<file path="src/rtl/msu_pkg.sv">
// Shared constants and types for the modular squaring unit and its output normalization stage.
package msu_pkg;

  localparam int WordBits     = 16;
  localparam int NumElements  = 3;
  localparam int FullWordBits = WordBits + 1;
  localparam int TargetBits   = 32;
  localparam int UpperTriBits = 18;

  localparam logic [TargetBits-1:0] Modulus = 32'hd82c07cd;

  typedef logic [UpperTriBits-1:0][TargetBits-1:0] redTable_t;

  // Entry j is 2^(TargetBits+j) mod Modulus, the weight of upper bit j folded into the low word.
  function automatic redTable_t genRedTable();
    redTable_t   t;
    logic [63:0] p;
    for (int j = 0; j < UpperTriBits; j++) begin
      p    = (64'd1 << (TargetBits + j)) % {32'd0, Modulus};
      t[j] = p[TargetBits-1:0];
    end
    return t;
  endfunction

  localparam redTable_t UpperRedTable = genRedTable();

  localparam int RedOutFoldBits = WordBits + 2;
  localparam int RedOutAccBits  = TargetBits + $clog2(RedOutFoldBits + 1) + 1;

  typedef logic [NumElements-1:0][FullWordBits-1:0] redCoeffs_t;

  typedef enum logic [2:0] {IDLE, CARRY, FOLD, SUB, DONE} red_out_state_e;

endpackage

</file>
<file path="src/rtl/msu_red_out_csub.sv">
// Combinational compare-and-subtract of Modulus against the reduction accumulator.
module msu_red_out_csub
  import msu_pkg::*;
(
  input  logic [RedOutAccBits-1:0] acc,
  output logic [RedOutAccBits-1:0] diff,
  output logic                     ge
);

  localparam logic [RedOutAccBits-1:0] ModExt = RedOutAccBits'(Modulus);

  assign ge   = (acc >= ModExt);
  assign diff = acc - ModExt;

endmodule

</file>
<file path="src/rtl/msu_reduce_out.sv">
// Serial carry propagation, upper-bit fold and bounded subtraction to the canonical residue.
// Optional build macro MSU_REDUCE_OUT_EARLY_EXIT_EN skips fold cycles once the remaining upper bits are zero.
module msu_reduce_out
  import msu_pkg::*;
#(
  parameter int MaxSubtracts = 32
) (
  input  logic                                     clk,
  input  logic                                     reset,
  input  logic                                     sq_valid_i,
  output logic                                     sq_ready_o,
  input  logic [NumElements-1:0][FullWordBits-1:0] sq_i,
  output logic                                     res_valid_o,
  input  logic                                     res_ready_i,
  output logic [TargetBits-1:0]                    res_o,
  output logic                                     err_o
);

  localparam int FoldBits = RedOutFoldBits;
  localparam int AccBits  = RedOutAccBits;
  localparam int VBits    = NumElements * WordBits + 2;
  localparam int KBits    = (NumElements > 1) ? $clog2(NumElements) : 1;
  localparam int JBits    = (FoldBits > 1) ? $clog2(FoldBits) : 1;
  localparam int NBits    = $clog2(MaxSubtracts + 1);

  if (FoldBits > UpperTriBits) begin : gFoldCheck
    $error("FoldBits exceeds the reduction table depth");
  end

  red_out_state_e state, stateNext;

  logic [NumElements-1:0][FullWordBits-1:0] coeffReg;
  logic [1:0]               carryReg;
  logic [KBits-1:0]         kReg;
  logic [VBits-1:0]         vReg;
  logic [FoldBits-1:0]      upperReg;
  logic [JBits-1:0]         jReg;
  logic [AccBits-1:0]       accReg;
  logic [NBits-1:0]         nReg;
  logic [TargetBits-1:0]    resReg;
  logic                     errReg;

  logic [FullWordBits:0]    sumK;
  logic [1:0]               carryNext;
  logic [VBits-1:0]         vNext;
  logic [FoldBits-1:0]      upperNext;
  logic [AccBits-1:0]       foldAddend;
  logic [AccBits-1:0]       diff;
  logic                     ge;
  logic                     lastElem;
  logic                     lastFold;
  logic                     subLimit;

  msu_red_out_csub uCsub (
    .acc  (accReg),
    .diff (diff),
    .ge   (ge)
  );

  // The final carry lands in the top two bits of V once the last element has been absorbed.
  always_comb begin
    sumK      = {1'b0, coeffReg[kReg]} + {{(FullWordBits-1){1'b0}}, carryReg};
    carryNext = sumK[WordBits +: 2];
    lastElem  = (kReg == KBits'(NumElements - 1));
    lastFold  = (jReg == JBits'(FoldBits - 1));
    subLimit  = (nReg == NBits'(MaxSubtracts));
    vNext     = vReg;
    vNext[kReg*WordBits +: WordBits] = sumK[WordBits-1:0];
    if (lastElem)
      vNext[VBits-1 -: 2] = carryNext;
    upperNext  = vNext[TargetBits +: FoldBits];
    foldAddend = upperReg[0] ? {{(AccBits-TargetBits){1'b0}}, UpperRedTable[jReg]} : '0;
  end

  always_ff @(posedge clk) begin
    if (reset)
      state <= IDLE;
    else
      state <= stateNext;
  end

  always_comb begin
    stateNext = state;
    case (state)
      IDLE:  if (sq_valid_i) stateNext = CARRY;
      CARRY: begin
        if (lastElem) begin
`ifdef MSU_REDUCE_OUT_EARLY_EXIT_EN
          stateNext = (upperNext == '0) ? SUB : FOLD;
`else
          stateNext = FOLD;
`endif
        end
      end
      FOLD: begin
`ifdef MSU_REDUCE_OUT_EARLY_EXIT_EN
        if (lastFold || ((upperReg >> 1) == '0)) stateNext = SUB;
`else
        if (lastFold) stateNext = SUB;
`endif
      end
      SUB:   if (!ge || subLimit) stateNext = DONE;
      DONE:  if (res_ready_i) stateNext = IDLE;
      default: stateNext = IDLE;
    endcase
  end

  // Datapath registers advance alongside the state register; a reset drops any job in flight.
  always_ff @(posedge clk) begin
    if (reset) begin
      coeffReg <= '0;
      carryReg <= '0;
      kReg     <= '0;
      vReg     <= '0;
      upperReg <= '0;
      jReg     <= '0;
      accReg   <= '0;
      nReg     <= '0;
      resReg   <= '0;
      errReg   <= 1'b0;
    end else begin
      case (state)
        IDLE: begin
          if (sq_valid_i) begin
            coeffReg <= sq_i;
            errReg   <= 1'b0;
            carryReg <= '0;
            kReg     <= '0;
            vReg     <= '0;
          end
        end
        CARRY: begin
          vReg     <= vNext;
          carryReg <= carryNext;
          kReg     <= kReg + 1'b1;
          if (lastElem) begin
            accReg   <= {{(AccBits-TargetBits){1'b0}}, vNext[TargetBits-1:0]};
            upperReg <= upperNext;
            jReg     <= '0;
            nReg     <= '0;
          end
        end
        FOLD: begin
          accReg   <= accReg + foldAddend;
          upperReg <= upperReg >> 1;
          jReg     <= jReg + 1'b1;
        end
        SUB: begin
          if (ge && !subLimit) begin
            accReg <= diff;
            nReg   <= nReg + 1'b1;
          end else begin
            resReg <= accReg[TargetBits-1:0];
            if (ge) errReg <= 1'b1;
          end
        end
        default: ;
      endcase
    end
  end

  assign sq_ready_o  = (state == IDLE);
  assign res_valid_o = (state == DONE);
  assign res_o       = resReg;
  assign err_o       = errReg;

endmodule

</file>
<file path="config.mk">
export PLATFORM = sky130hd
export DESIGN_NAME = msu_reduce_out
export DESIGN_NICKNAME = d
export VERILOG_FILES = /design/src/rtl/msu_pkg.sv /design/src/rtl/msu_red_out_csub.sv /design/src/rtl/msu_reduce_out.sv
export SDC_FILE = /design/constraint.sdc
export NUM_CORES = 1
export LEC_CHECK = 0
export CAP_MARGIN = 20
export CORE_UTILIZATION = 37
export CTS_CLUSTER_SIZE = 30
export DETAILED_ROUTE_END_ITERATION = 7
export SYNTH_ARGS = -nofsm -noshare
export SYNTH_HDL_FRONTEND = slang
export SYNTH_HIERARCHICAL = 1
export SYNTH_SLANG_ARGS = --single-unit
</file>
<file path="constraint.sdc">
create_clock -name clk -period 9 [get_ports clk]
set_input_delay 1.8 -clock clk [delete_from_list [all_inputs] [get_ports clk]]
set_output_delay 1.8 -clock clk [all_outputs]
set_load 0.05 [all_outputs]
</file>
Word level (Yosys, flattened, before mapping)

Memories as Yosys holds them, arrays and structs flattened. A register that Yosys moved wholly into a read port is not among the register bits.
Cells that the tools add are included.

Add/subtract/negate cells: 7
Bitwise operators: 1
Equal/unequal tests: 15
Reduce and logical (&&, ||, !) cells: 18
Muxes and demuxes: 33
Magnitude comparators: 3
Shift-type cells: 2

Operators by type and width:

| kind                                                                                   | number |
|---|---|
| 38-bit case mux with 3 select lines                                                    | 1 |
| 50-bit case mux with 2 select lines                                                    | 1 |
| 38-bit 2-to-1 mux                                                                      | 2 |
| 32-bit 2-to-1 mux                                                                      | 2 |
| 50-bit bitwise mux                                                                     | 1 |
| 50-bit 2-to-1 mux                                                                      | 1 |
| 16-bit by 34-bit variable shift with 50-bit output (first input constant)              | 1 |
| 16-bit by 34-bit variable part select with 50-bit output                               | 1 |
| 38-bit by 32-bit adder with 38-bit output                                              | 1 |
| 38-bit by 32-bit greater-or-equal comparator with 1-bit output (second input constant) | 1 |
| 38-bit by 32-bit subtractor with 38-bit output (second input constant)                 | 1 |
| 18-bit case mux with 2 select lines                                                    | 1 |
| 17-bit binary-select mux with 2-bit select                                             | 1 |
| 6-bit negation with 34-bit output                                                      | 1 |
| 17-bit by 2-bit adder with 18-bit output                                               | 1 |
| 18-bit 2-to-1 mux                                                                      | 1 |
| 17-bit 2-to-1 mux                                                                      | 1 |
| 3-bit 2-to-1 mux                                                                       | 5 |
| 5-bit 2-to-1 mux                                                                       | 3 |
| 3-bit case mux with 5 select lines                                                     | 1 |
| 2-bit inequality test (second input constant)                                          | 7 |
| 6-bit 2-to-1 mux                                                                       | 2 |
| 6-bit case mux with 2 select lines                                                     | 1 |
| 5-bit case mux with 2 select lines                                                     | 1 |
| other kinds (27)                                                                       | 40 |

Memories kept: 1
Output and inout port bits: 35
Word-level logic and storage cells: 93
ROM bits: 1024
Bits in registers: 208
Bits of input ports: 55

Memory list:

| name            | depth | bits a word | read ports | clocked after Yosys merged registers in | write ports | RTL line             | text |
|---|---|---|---|---|---|---|---|
| (no name shown) | 32    | 32          | 1          | 1                                       | 0           | msu_reduce_out.sv:72 | `foldAddend = upperReg[0] ? {{(AccBits-TargetBits){1'b0}}, UpperRedTable[jReg]} : '0;` |

Longest topological paths before layout

Gate-level depths: netlist (run 1).

Word-level depth: 8
Gate-level depth with buffers: 18
Depth with buffers taken out: 13

Cells and area by module

The synthesis (run 1) kept the hierarchy.

By module, submodules not included:

| module           | times used | area an instance (um2) | seq. area each (um2) | cells an instance |
|---|---|---|---|---|
| msu_reduce_out   | 1          | 12946.2                | 4764.6               | 1643 |
| msu_red_out_csub | 1          | 963.4                  | 0.0                  | 148 |

Worst setup path before layout (run 1)

Ideal clock, no wire load.

Path type: input to register
From: input port reset
To: register with a tool-made name
Library setup time: 62 ps
Path slack: 5435 ps
Arrival: 3504 ps
Required time: 8938 ps
Buffers on the path: 2
Stages: 9
Path through: clkbuf_1 nor2_1 inv_1 ha_1 clkbuf_1 nand2_1 a21oi_1 o21ai_0 nand2_1

RTL lines:

| element            | RTL line            | text |
|---|---|---|
| start: declaration | msu_reduce_out.sv:9 | `input logic reset,` |

Worst setup path in the final report (run 1)

From: register state[0]
To: output port sq_ready_o

Cells in the longest elaborated chain, start to end: 1

RTL lines:

| element                  | RTL line              | text |
|---|---|---|
| start: declaration       | msu_reduce_out.sv:30  | `red_out_state_e state, stateNext;` |
| start signal: assignment | msu_reduce_out.sv:79  | `state <= stateNext;` |
| 3-bit logical NOT        | msu_reduce_out.sv:162 | `assign sq_ready_o = (state == IDLE);` |
| end: declaration         | msu_reduce_out.sv:11  | `output logic sq_ready_o,` |

Every way passes these cells.

==> results of run 1 <==
-- tightest hold or removal path, stage by stage, from the launching register on --
cell                      delay (ps)
sky130_fd_sc_hd__dfxtp_1         300
sky130_fd_sc_hd__nand2_1          50
sky130_fd_sc_hd__a21oi_1          50
-- final timing paths --
kind	from	end	slack, ps	cells after the start
max	state[0]	sq_ready_o	4490	3
max reg2reg	kReg[0]	register	4570	12
min	res_o[15]	res_o[15]	450	2
min reg2reg	res_o[15]	res_o[15]	450	2
-- placed cells by master (no fill, tap or decap), types with 17 or more instances in the layout --
cell type	instances
sky130_fd_sc_hd__o2bb2ai_1	17
sky130_fd_sc_hd__and2_1	45
sky130_fd_sc_hd__a31oi_1	21
sky130_fd_sc_hd__nand2_1	311
sky130_fd_sc_hd__a22oi_1	45
sky130_fd_sc_hd__nor2_1	136
sky130_fd_sc_hd__o211ai_1	25
sky130_fd_sc_hd__xnor2_1	47
sky130_fd_sc_hd__o21ai_0	69
sky130_fd_sc_hd__clkbuf_16	28
sky130_fd_sc_hd__clkdlybuf4s50_1	88
sky130_fd_sc_hd__a221oi_1	21
sky130_fd_sc_hd__dfxtp_1	238
sky130_fd_sc_hd__nand3_1	47
sky130_fd_sc_hd__a21oi_1	202
sky130_fd_sc_hd__buf_4	23
sky130_fd_sc_hd__inv_1	34
sky130_fd_sc_hd__ha_1	55
sky130_fd_sc_hd__nor3_1	40
sky130_fd_sc_hd__nand4_1	18
sky130_fd_sc_hd__a21o_1	26
sky130_fd_sc_hd__xor2_1	28
sky130_fd_sc_hd__mux2i_1	26
-- routing by layer --
metal / track usage, % / routed length (µm) / vias up
met3: 3.06 / 2800 / 73
met5: 0 / 0 / -
met2: 36.8 / 20100 / 440
met4: 7.58 / 1230 / 0
li1: - / - / 6505
met1: 32.7 / 21000 / 6370
-- cell families (layout without fill, tap and decap cells) --
kind of cell               count (synthesis)  after routing  share of synthesized area [%]
AOI/OAI and AO/OA                        560            560                           26.5
xor gates and xnor gates                  77             77                           4.96
adders and majority gates                 57             57                           5.24
buffers and inverters                    157            202                           4.66
DFF                                      238            238                           34.3
muxes                                     31             31                           2.36
and+or+nand+nor                          671            671                           22.0
-- through the flow --
| step | std cells | util [%] | hold slack (ps) |
|---|---|---|---|
| 6_report | 2304 | 43.6 | 450 |
| 5_1_grt | 2304 | 43.6 | 467 |
| 2_1_floorplan | 1791 | - | 433 |
| 3_3_place_gp | 2252 | 41.0 | 443 |
| 4_1_cts | 2303 | 43.6 | 454 |
| 3_5_place_dp | 2252 | 41.0 | 446 |
-- synthesized netlist by cell type, types with 8 or more instances --
library cell	n	area share [%]
sky130_fd_sc_hd__inv_1	34	0.92
sky130_fd_sc_hd__a22oi_1	45	2.4
sky130_fd_sc_hd__xnor2_1	47	3.0
sky130_fd_sc_hd__nand3_1	47	1.7
sky130_fd_sc_hd__nand2b_1	10	0.45
sky130_fd_sc_hd__buf_2	16	0.58
sky130_fd_sc_hd__dfxtp_1	238	34
sky130_fd_sc_hd__a221oi_1	21	1.3
sky130_fd_sc_hd__ha_1	55	4.9
sky130_fd_sc_hd__o211ai_1	25	1.3
sky130_fd_sc_hd__o21ai_0	69	2.5
sky130_fd_sc_hd__a221o_1	15	1.1
sky130_fd_sc_hd__and3_1	10	0.45
sky130_fd_sc_hd__a211oi_1	15	0.81
sky130_fd_sc_hd__buf_1	8	0.22
sky130_fd_sc_hd__o2bb2ai_1	17	1.1
sky130_fd_sc_hd__a21o_1	26	1.4
sky130_fd_sc_hd__xor2_1	28	1.8
sky130_fd_sc_hd__a21oi_1	202	7.3
sky130_fd_sc_hd__clkbuf_1	87	2.3
sky130_fd_sc_hd__a31oi_1	21	0.94
sky130_fd_sc_hd__and2_1	46	2.1
sky130_fd_sc_hd__o22ai_1	16	0.72
sky130_fd_sc_hd__nor3_1	40	1.4
sky130_fd_sc_hd__o31ai_1	8	0.43
sky130_fd_sc_hd__nor2_1	137	3.7
sky130_fd_sc_hd__nand4_1	18	0.81
sky130_fd_sc_hd__a22o_1	14	0.88
sky130_fd_sc_hd__nand2_1	312	8.4
sky130_fd_sc_hd__mux2i_1	26	1.9
-- power by group through the flow --
stage / Sequential (µW) / Combinational (µW) / Clock (µW)
2_1_floorplan: 1110 / 166 / 0
3_3_place_gp: 1120 / 251 / 0
3_5_place_dp: 1120 / 253 / 0
4_1_cts: 1100 / 254 / 1190
5_1_grt: 1100 / 279 / 1230
6_report: 1100 / 257 / 1170
-- cell type report --
type | count | area [µm²] | share of cell area (%)
tap | 468 | 586 | 3.65
sequential | 238 | 4760 | 29.7
multi-input combinational | 1396 | 8520 | 53.1
inverter | 39 | 146 | 0.913
clock inverter | 10 | 128 | 0.796
clock buffer | 41 | 830 | 5.17
timing repair buffer | 112 | 1060 | 6.64
==> results.cfg, run 1 <==
[outcome]
outcome = finished, final reports clean

[global_route]
track_usage_pct = 23.3
grt_first_pass_wirelength_mm = 71.9
globalRoute.totalOverflow = 0
grt_pass1_vias = 12900
number_of_antenna_violations_at_the_first_check_in_global_routing = 0
grt_max_degree = 92

[floorplanning]
rows = 70
fp.dieArea_um2 = 38400
total_i_o_pin_count = 90
die_width_um = 196
floorplan.die.height_um = 196
initial_utilization_pct = 37.8
core_area_um2 = 36800

[critical_path]
critical_path.endpoint_type = output port
maximum_fanout_count_along_the_critical_path = 31
critical_path_buf_inv_count = 2
timing_worst_setup_path_type = reg -> out
critPathLaunchType = register
arrival_ps = 2710
critPathRequiredTime_ps = 7200
crit_family = buffers and inverters
worstPathCellList = buf_4, nor3_1, clkdlybuf4s50_1
slowest_delay_ps = 930
slowest_stage = sky130_fd_sc_hd__clkdlybuf4s50_1

[synthesis]
ys_dominant_reg_cell = sky130_fd_sc_hd__dfxtp_1
synth.avg_cell_area_um2 = 7.77
async_reset_ff_share_pct = 0
synth.distinct_cells = 93
synth_enable_flop_cells = 0
syn_nets = 1903
netlist_instances = 1791
synth-warning-count = 6
post_synth_instance_area_um2 = 13900
synth_seq_area_share_pct = 34.3
yosys_register_bits = 238

[sta]
finalClockSkew_ps = 7.95
final-setup-viol-count = 0
finalSetupTns_ps = 0
finalCritPeriodShare_pct = 50.1
setup_slack_ps = 4490
fmax_mhz = 222
timing.final.hold_violations = 0
maxSlewHeadroom_pct = 30.2
setup_repair_after_global_routing_missed_its_margin = false
maxSlewViolCount = 0
layout_min_cycle_time_ps = 4510
measured_slew_at_the_worst_slew_check_pin_ps = 1040

[clocking]
clk_transition_reported_paths_ps = 60
cts_resized = 0
cts_num_sinks = 238
cts-root-to-sink-buffers = 3
clock_tree_from_tritoncts = yes
cts_root_buffer_type = sky130_fd_sc_hd__clkbuf_16
clk-insertion-delay-late_ps = 570
cts_hold_buffers = 0
count_of_h_tree_levels_built_during_cts = 1
numCtsBuffers = 28
post-cts-setup-buffers = 0

[cells_and_area]
fillerInstances = 3712
area.growth.synth_to_final_pct = 15.3
drive_above_1_share_pct = 5.99
post_route_standard_cell_area_excluding_fillers_um2 = 16000
num-nets-final = 1927
n_antenna_cell = 0

[placed_design]
place_hpwl_mm = 31.6
io_buffers = 89
dpl_ws_ps = 4550
placed_area_um2 = 15100
place_congestion = 0.911

[pwr]
finalPower_uw = 2530
leakage_uw = 0.00595
power.share.combinational_pct = 10.2
p_int_uw = 1860
p_switching_uw = 671
power.share.switching_pct = 26.5
clkPwrFrac_pct = 46.4
seqPwrFrac_pct = 43.4
power_density_nw_per_um2 = 158
vdd.ir_drop.worst_uv = 118

[detailed_routing]
avgViaCountPerCell = 5.81
drc_errors = 0
route.vias.total = 13400
final_antenna_net_count = 0
detail_route.wl_per_cell_um = 19.6
drt-initial-drc-count = 1240
first_pass_iters = 6
detail_route.wirelength_mm = 45.1

[job]
maxcap_violations = 0

[worst_hold_path]
min-delay-path-class = reg -> reg
Power figures use the tool's default switching activity.
==> inputs of run 2 (changes only) <==
==> constraint.sdc (replaced) <==
create_clock -name clk -period 4.6 [get_ports clk]
set_input_delay 0.92 -clock clk [delete_from_list [all_inputs] [get_ports clk]]
set_output_delay 0.92 -clock clk [all_outputs]
set_load 0.05 [all_outputs]
==> run 2 against run 1 <==
  * Die area stayed put
  * Critical path depth is 9 higher
  * Final cell count grew 1.1%
  * Core utilization increased by 0.57 points
  * Sequential share of layout area down 0.38 points
  * Routed wire length grew 3.4%
  * Worst hold slack about the same
  * Critical endpoint is now accReg[22]
  * Highest routed layer unchanged
==> results.cfg, run 2 (same netlist as run 1, synthesis figures left out) <==
[sta]
setup_repair_after_global_routing_missed_its_margin = false
timing.final.hold_violations = 0
measured_slew_at_the_worst_slew_check_pin_ps = 1020
fmax_mhz = 239
finalSetupTns_ps = 0
maxSlewHeadroom_pct = 31.7
layout_min_cycle_time_ps = 4190
final-setup-viol-count = 0
maxSlewViolCount = 0
finalClockSkew_ps = 18.7
finalCritPeriodShare_pct = 91.1

[critical_path]
critical_path.endpoint_type = register
critPathLaunchType = register
timing_worst_setup_path_type = reg -> reg
maximum_fanout_count_along_the_critical_path = 37
critPathRequiredTime_ps = 5010
arrival_ps = 4590

[detailed_routing]
drt-initial-drc-count = 1283
first_pass_iters = 5
route.vias.total = 13600
detail_route.wirelength_mm = 46.6
final_antenna_net_count = 0
avgViaCountPerCell = 5.86
detail_route.wl_per_cell_um = 20.0
drc_errors = 0

[clocking]
cts-root-to-sink-buffers = 3
post-cts-setup-buffers = 0
clk_transition_reported_paths_ps = 60
cts_hold_buffers = 0
clk-insertion-delay-late_ps = 580
clock_tree_from_tritoncts = yes
count_of_h_tree_levels_built_during_cts = 1
cts_num_sinks = 238
cts_resized = 0
cts_root_buffer_type = sky130_fd_sc_hd__clkbuf_16
numCtsBuffers = 27

[placed_design]
place_congestion = 0.950
io_buffers = 89
placed_area_um2 = 15300
placed_cells = 2278
place_hpwl_mm = 33.2

[global_route]
busiest_layer = met2
grt_pass1_vias = 12900
globalRoute.totalOverflow = 0
track_usage_pct = 24.1
global_route.usage.met3_pct = 2.92
grt_first_pass_wirelength_mm = 73.6
globalRouteMet2Util_pct = 37.1
grt_max_degree = 89
groute.layer.met1.usage_pct = 34.2
number_of_antenna_violations_at_the_first_check_in_global_routing = 0

[cells_and_area]
layout_common_cells = sky130_fd_sc_hd__nand2_1, sky130_fd_sc_hd__dfxtp_1, sky130_fd_sc_hd__a21oi_1, sky130_fd_sc_hd__nor2_1, sky130_fd_sc_hd__clkdlybuf4s50_1
layout.cells.non_filler = 2329
register_area_um2 = 4760
num-nets-final = 1952
area.growth.synth_to_final_pct = 16.8
fillerInstances = 3706
post_route_standard_cell_area_excluding_fillers_um2 = 16200
drive_above_1_share_pct = 7.31
commonest_non_fill_non_tap_cell_in_the_layout = sky130_fd_sc_hd__nand2_1
area_used_by_multi_input_combinational_logic_um2 = 8520

[job]
maxcap_violations = 0

[floorplanning]
die_width_um = 196
fp.dieArea_um2 = 38400
total_i_o_pin_count = 90
initial_utilization_pct = 37.8
core_area_um2 = 36800
floorplan.die.height_um = 196
rows = 70

[worst_hold_path]
min-delay-path-class = reg -> reg

[pwr]
vdd.ir_drop.worst_uv = 254
finalPower_uw = 5010
power_density_nw_per_um2 = 308
leakage_uw = 0.00609

[outcome]
outcome = finished, final reports clean
==> run 2: cell types whose count changed in the layout (fill, tap and decap cells not counted) <==
cell                        change
sky130_fd_sc_hd__buf_4         +24
sky130_fd_sc_hd__bufinv_16      +2
sky130_fd_sc_hd__clkbuf_1       -2
sky130_fd_sc_hd__clkbuf_8       -2
sky130_fd_sc_hd__buf_12         +1
sky130_fd_sc_hd__clkbuf_16      -1
sky130_fd_sc_hd__clkbuf_2       +1
sky130_fd_sc_hd__clkinv_16      -1
sky130_fd_sc_hd__clkinv_2       -1
sky130_fd_sc_hd__clkinv_4       +1
sky130_fd_sc_hd__diode_2        +1
sky130_fd_sc_hd__inv_16         +1
sky130_fd_sc_hd__inv_6          +1
==> run 2: final cells by class <==
cell class | count | share of cell area, %
Multi-Input combinational cell | 1396 | 52.4
Sequential cell | 238 | 29.3
Timing Repair Buffer | 138 | 7.82
Clock buffer | 36 | 4.74
Tap cell | 468 | 3.60
Clock inverter | 13 | 1.17
Inverter | 39 | 0.901
Antenna cell | 1 | 0.0154
==> run 2: final timing paths <==
kind,startpoint,slack [ps],endpoint,depth (start not counted)
setup / recovery,accReg[1],410,accReg[22],12
setup reg to reg,accReg[1],410,accReg[22],12
hold reg to reg,res_o[30],450,res_o[30],2
hold / removal,res_o[30],450,res_o[30],2
==> run 2: per-layer routing <==
layer	up-vias	part of all wire, %
met1	6513	46
li1	6548	-
met2	488	44
met4	0	4.0
met3	94	5.9
met5	-	0
==> run 2: where the power goes <==
group | leakage [µW] | internal (µW) | switching (µW)
Combinational | 0.00369 | 178 | 342
Clock | 0.000474 | 1400 | 941
Sequential | 0.00193 | 2110 | 40.7
Total | 0.00609 | 3690 | 1320
==> run 2: stage by stage <==
stage	hold WS, ps	util (%)	setup slack [ps]
floorplan	433	-	1170
global placement	443	41.5	626
detailed placement	446	41.5	543
CTS	454	44.2	496
global route	464	44.2	132
finish	451	44.2	411
==> run 2: worst max-delay path: stages, from the launching register on <==
cell	delay, ps
sky130_fd_sc_hd__dfxtp_1	470
sky130_fd_sc_hd__inv_1	100
sky130_fd_sc_hd__ha_1	210
sky130_fd_sc_hd__nand3b_1	210
sky130_fd_sc_hd__a211oi_1	570
sky130_fd_sc_hd__o2111a_1	430
sky130_fd_sc_hd__o2111ai_1	220
sky130_fd_sc_hd__nand3_1	180
sky130_fd_sc_hd__nand2_1	160
sky130_fd_sc_hd__a311o_2	740
sky130_fd_sc_hd__a221o_1	370
sky130_fd_sc_hd__a221oi_1	250
sky130_fd_sc_hd__nor3_1	80
